**config.mk**
```make
export PLATFORM = sky130hd
export DESIGN_NAME = controlador_patching_flat
export DESIGN_NICKNAME = d
export VERILOG_FILES = /design/src/rtl/controlador_patching_if.sv /design/src/rtl/controlador_patching.sv /design/src/flat_wrapper.sv
export SDC_FILE = /design/constraint.sdc
export NUM_CORES = 2
export LEC_CHECK = 0
export CORE_AREA = 4 4 514 516
export DETAILED_ROUTE_END_ITERATION = 8
export DIE_AREA = 0 0 518 520
export GPL_TIMING_DRIVEN = 0
export PLACE_DENSITY = 0.47
export RECOVER_POWER = 100
export SYNTH_ARGS = -nofsm -noshare
export SYNTH_HDL_FRONTEND = slang
export SYNTH_SLANG_ARGS = --single-unit
```
**constraint.sdc**
```tcl
create_clock -name clk -period 6.6 [get_ports clk]
set_clock_uncertainty 0.15 [all_clocks]
set_input_delay 1.32 -clock clk [delete_from_list [all_inputs] [get_ports clk]]
set_output_delay 1.32 -clock clk [all_outputs]
set_load 0.02 [all_outputs]
```
**src/rtl/controlador_patching_if.sv**
```systemverilog
// Bundle of the stream-in, stream-out and patching-datapath signals of controlador_patching.
// slave is the controller side; master is the side that feeds vectors and hosts the datapath.
interface controlador_patching_if #(
  parameter int N = 16,
  parameter int M = 16
);
  logic         in_valid;
  logic         in_ready;
  logic [N-1:0] a_in     [M-1:0];
  logic [N-1:0] thresh;
  logic         flush;
  logic [N-1:0] a_org    [M-1:0];
  logic [N-1:0] a_cache  [M-1:0];
  logic [M-1:0] p;
  logic [N-1:0] b        [M-1:0];
  logic         out_valid;
  logic         out_ready;
  logic [N-1:0] out_data [M-1:0];

  modport master (
    output in_valid, a_in, thresh, flush, b, out_ready,
    input  in_ready, a_org, a_cache, p, out_valid, out_data
  );

  modport slave (
    input  in_valid, a_in, thresh, flush, b, out_ready,
    output in_ready, a_org, a_cache, p, out_valid, out_data
  );
endinterface

```
**src/rtl/controlador_patching.sv**
```systemverilog
// Activation-patching controller: compares each vector with a cached copy and drives patch bits.
// Optional PATCH_STATS_EN adds a saturating 32-bit count of patched lanes.
module controlador_patching #(
  parameter int N = 16,
  parameter int M = 16
) (
  input  logic                  clk,
  input  logic                  rst,
  controlador_patching_if.slave bus
`ifdef PATCH_STATS_EN
  ,
  output logic [31:0]           patched_count
`endif
);

  typedef enum logic [1:0] {ST_IDLE, ST_CMP, ST_ISSUE, ST_OUT} state_e;

  state_e       state_q;
  logic [N-1:0] a_org_q    [M-1:0];
  logic [N-1:0] a_cache_q  [M-1:0];
  logic [N-1:0] out_data_q [M-1:0];
  logic [N-1:0] thresh_q;
  logic [M-1:0] p_q;
  logic [M-1:0] p_d;
  logic         cache_valid_q;
  logic         out_valid_q;
  logic         in_ready_q;
  logic         out_hs;
  logic [N:0]   diff;

  assign out_hs = (state_q == ST_OUT) && out_valid_q && bus.out_ready;

  // A flush seen during CMP already counts as an invalid cache for this vector.
  always_comb begin
    // NOTE: every variable written here gets a default first so no latch is inferred.
    p_d  = '0;
    diff = '0;
    for (int i = 0; i < M; i++) begin
      if (a_org_q[i] >= a_cache_q[i]) diff = {1'b0, a_org_q[i]} - {1'b0, a_cache_q[i]};
      else                            diff = {1'b0, a_cache_q[i]} - {1'b0, a_org_q[i]};
      p_d[i] = cache_valid_q && !bus.flush && (diff <= {1'b0, thresh_q});
    end
  end

  always_ff @(posedge clk) begin
    if (rst) begin
      state_q       <= ST_IDLE;
      in_ready_q    <= 1'b1;
      out_valid_q   <= 1'b0;
      cache_valid_q <= 1'b0;
      p_q           <= '0;
      thresh_q      <= '0;
      // NOTE: the lane registers are reset as well because they drive visible outputs.
      for (int i = 0; i < M; i++) begin
        a_org_q[i]    <= '0;
        a_cache_q[i]  <= '0;
        out_data_q[i] <= '0;
      end
    end else begin
      // NOTE: non-blocking assignments throughout so every register sees pre-edge values.
      cache_valid_q <= (cache_valid_q | out_hs) & ~bus.flush;
      case (state_q)
        ST_IDLE: begin
          if (bus.in_valid) begin
            a_org_q    <= bus.a_in;
            thresh_q   <= bus.thresh;
            p_q        <= '0;
            in_ready_q <= 1'b0;
            state_q    <= ST_CMP;
          end
        end
        ST_CMP: begin
          p_q     <= p_d;
          state_q <= ST_ISSUE;
        end
        ST_ISSUE: begin
          out_data_q  <= bus.b;
          out_valid_q <= 1'b1;
          state_q     <= ST_OUT;
        end
        ST_OUT: begin
          if (out_hs) begin
            for (int i = 0; i < M; i++) begin
              if (!p_q[i]) a_cache_q[i] <= a_org_q[i];
            end
            out_valid_q <= 1'b0;
            in_ready_q  <= 1'b1;
            p_q         <= '0;
            state_q     <= ST_IDLE;
          end
        end
        default: state_q <= ST_IDLE;
      endcase
    end
  end

  assign bus.in_ready  = in_ready_q;
  assign bus.out_valid = out_valid_q;
  assign bus.out_data  = out_data_q;
  assign bus.a_org     = a_org_q;
  assign bus.a_cache   = a_cache_q;
  assign bus.p         = p_q;

`ifdef PATCH_STATS_EN
  logic [31:0] cnt_q;
  logic [31:0] cnt_d;
  logic [32:0] sum;

  always_comb begin
    sum = {1'b0, cnt_q};
    for (int i = 0; i < M; i++) sum = sum + 33'(p_q[i]);
    cnt_d = sum[32] ? '1 : sum[31:0];
  end

  always_ff @(posedge clk) begin
    if (rst || bus.flush) cnt_q <= '0;
    else if (out_hs)      cnt_q <= cnt_d;
  end

  assign patched_count = cnt_q;
`endif

endmodule

```
**src/flat_wrapper.sv**
```systemverilog
// flat-port wrapper written by rule: the top's interface ports become plain ports
module controlador_patching_flat 
#(
  parameter int N = 16,
  parameter int M = 16
)
  (clk, rst, bus_in_valid, bus_a_in, bus_thresh, bus_flush, bus_b, bus_out_ready, bus_in_ready, bus_a_org, bus_a_cache, bus_p, bus_out_valid, bus_out_data);
  controlador_patching_if #(.N(N), .M(M)) bus_i ();
  input  logic clk;
  input  logic rst;
  input wire logic [$bits(bus_i.in_valid)-1:0] bus_in_valid;
  input wire logic [$bits(bus_i.a_in)-1:0] bus_a_in;
  input wire logic [$bits(bus_i.thresh)-1:0] bus_thresh;
  input wire logic [$bits(bus_i.flush)-1:0] bus_flush;
  input wire logic [$bits(bus_i.b)-1:0] bus_b;
  input wire logic [$bits(bus_i.out_ready)-1:0] bus_out_ready;
  output wire logic [$bits(bus_i.in_ready)-1:0] bus_in_ready;
  output wire logic [$bits(bus_i.a_org)-1:0] bus_a_org;
  output wire logic [$bits(bus_i.a_cache)-1:0] bus_a_cache;
  output wire logic [$bits(bus_i.p)-1:0] bus_p;
  output wire logic [$bits(bus_i.out_valid)-1:0] bus_out_valid;
  output wire logic [$bits(bus_i.out_data)-1:0] bus_out_data;
  assign bus_i.in_valid = bus_in_valid;
  assign bus_i.a_in = {>>{bus_a_in}};
  assign bus_i.thresh = bus_thresh;
  assign bus_i.flush = bus_flush;
  assign bus_i.b = {>>{bus_b}};
  assign bus_i.out_ready = bus_out_ready;
  assign bus_in_ready = bus_i.in_ready;
  assign bus_a_org = {>>{bus_i.a_org}};
  assign bus_a_cache = {>>{bus_i.a_cache}};
  assign bus_p = bus_i.p;
  assign bus_out_valid = bus_i.out_valid;
  assign bus_out_data = {>>{bus_i.out_data}};
  controlador_patching #(.N(N), .M(M)) u_core (.clk(clk), .rst(rst), .bus(bus_i));
endmodule
```
==> out/results.ini <==
[global_routing]
grt_max_degree=17
first_global_vias=58500
grt_pass1_wl_um=463000
antenna_found_initial=110
track_usage=0.239
overflow=0

[clock_network]
clock_path_buffers=3
root_buffer=clkbuf_16
clk_latency_ns=0.77
htreeDepth=3
cts_resized=0
clk_pin_slew_ns=0.06
cts_buffers=108
cts_tree=yes
ctsHoldBuffers=0
clock-sinks=805
cts_setup_buffers=0

[final_layout]
final_common_cell=nand2_1
final_nets=10300
drive_gt1_frac=0.0485
syn_to_final_growth_pct=37.0
ff_latch_area_um2=16100
layout_common_cells=nand2_1 (1281), a21oi_1 (938), dfxtp_1 (804)
num-fill-cells=27700
multiInputGateArea_um2=38400
final_core_util=0.310
final_cells=12500

[run_status]
status=finished, violations left
violations=capacitance limit, slew limit

[synth]
avgSynthCellArea_um2=7.77
ys_warn_count=0
syn_inst=7541
syn_nets=8878
synth_edf_count=0
yosysUniqueCellTypes=106
synthesis.area_um2=58600
synth_seq_area_share=0.275
synth_seq_cells=805
synth-main-ff-cell=dfxtp_1
async_flop_share=0

[timing]
period_minus_slack_ns=5.95
drv_slew=45
timing.hold.ws_ns=0.312
worst_pin_slew_ns=1.93
rsz0062_at_grt=false
hold_violations=0
layout_worst_path_cycle_share=0.901
maxSlewHeadroom=-0.285
setup_ws_ns=0.653
setup_viol=0
maxClockFrequency_mhz=168

[detailed_routing]
viasPerCell=4.77
drt_iter0_markers=3661
routed_wl_um=338000
dr.pass1.iters=6
wl_met2_um=167000
dr_wl_met3_um=21900
vias=59800
ant_nets=0
met1_length_um=130000
top_layer=met5
wl_per_cell_um=27.0
remaining_drc_errors=0

[power]
vdd_drop_max_mv=0.228
p_per_area_nw_per_um2=404
fin_total_pwr_mw=32.4
p_leak_nw=33.7

[die]
die_h_um=520
start_util=0.226
dieArea_um2=269000
fp-row-count=187
die_x_um=518
num_io_pins=1319
core-area_um2=259000

[setup_path]
worstPathRequired_ns=7.12
critPathArrivalTime_ns=6.46
cp_max_fo=10
start_kind=flop
end_kind=flop
reg2reg_depth=21
worstSetupPathType=reg2reg

[place]
place_congestion=0.944
numPortBuffers=1317
post-dp-hpwl_um=284000
dp_cells=12300
pre_cts_slack_ns=0.908

[flow_run]
drv_cap=5

[hold_path]
hold_path_class=reg2reg
worstHoldPathCells=2

## synth_stat cells (all sizes together) (88+ instances only)
master,count,share of area
a21oi,940,0.080
buf,113,0.0098
ha,772,0.16
mux2i,373,0.064
nand4,106,0.011
nand2,1285,0.083
o21ai,229,0.020
nor3,100,0.0088
dfxtp,805,0.28
inv,653,0.042
clkbuf,284,0.018
xor2,88,0.013
nor2,487,0.031
xnor2,128,0.019
a21o,277,0.036
## layer usage
layer / vias up / GRT usage
li1: 28800 / -
met1: 28600 / 0.263
met2: 1786 / 0.427
met3: 478 / 0.0598
met4: 82 / 0.119
met5: - / 0
## metrics by stage
stage	instance area, um^2	TNS (ns)
2_1_floorplan	58600	0
3_3_place_gp	76000	-233.00
3_5_place_dp	76600	0
4_1_cts	80300	0
5_1_grt	80200	0
6_report	80300	0
## logic make-up (layout without fill, tap and decap cells)
group / Yosys count / after routing / synth area share
and+or+nand+nor: 2330 / 2330 / 0.172
AOI/OAI and AO/OA: 1918 / 1918 / 0.203
buffers and inverters: 1050 / 2590 / 0.0699
DFF: 805 / 805 / 0.275
adders and majority gates: 804 / 804 / 0.176
muxes: 418 / 418 / 0.0725
xor gates and xnor gates: 216 / 216 / 0.0323
other: 0 / 41 / 0
## path summary, 6_finish.rpt
check	from	to	slack (ns)
setup / recovery	u_core.bus.a_org[97]	u_core.bus.p[6]	0.65
hold / removal	u_core.bus.in_ready	u_core.bus.in_ready	0.31
setup reg to reg	u_core.bus.a_org[97]	u_core.bus.p[6]	0.65
hold reg to reg	u_core.bus.in_ready	u_core.bus.in_ready	0.31
## where the power goes
| group | internal, mW | switching, mW |
|---|---|---|
| logic | 8.31 | 11.6 |
| clock network | 3.53 | 2.69 |
| registers | 5.45 | 0.844 |
## cell type report
cell class	count	share of cell area
Sequential cell	805	0.201
Timing Repair Buffer	1344	0.171
Clock buffer	148	0.0384
Multi-Input combinational cell	5686	0.478
Clock inverter	48	0.00729
Inverter	653	0.0305
Buffer	397	0.0204
Tap cell	3402	0.0530
Antenna cell	41	0.00128
## worst max-delay path, cell delays in order (launching register included)
cell	delay, ns
dfxtp_1	0.61
ha_1	0.35
nor2b_1	0.15
o31ai_1	0.32
a21oi_1	0.17
o41ai_1	0.48
nor2_1	0.15
a31oi_1	0.28
clkbuf_2	0.36
buf_4	0.28
mux2i_1	0.25
xor2_1	0.19
ha_1	0.27
a21o_1	0.17
a21o_1	0.17
a211oi_1	0.24
o22ai_1	0.11
a211o_1	0.29
a21o_1	0.17
a2111oi_0	0.41
a221oi_1	0.11
a31oi_1	0.19
## sequential cells by signal (all words and copies together) (netlist names), 2 cells and up
signal               flops
u_core.thresh_q         16
u_core.bus.a_org       256
u_core.state_q           2
u_core.bus.a_cache     256
u_core.bus.out_data    256
u_core.bus.p            16
No activity file was read; power rests on OpenSTA's default activity.
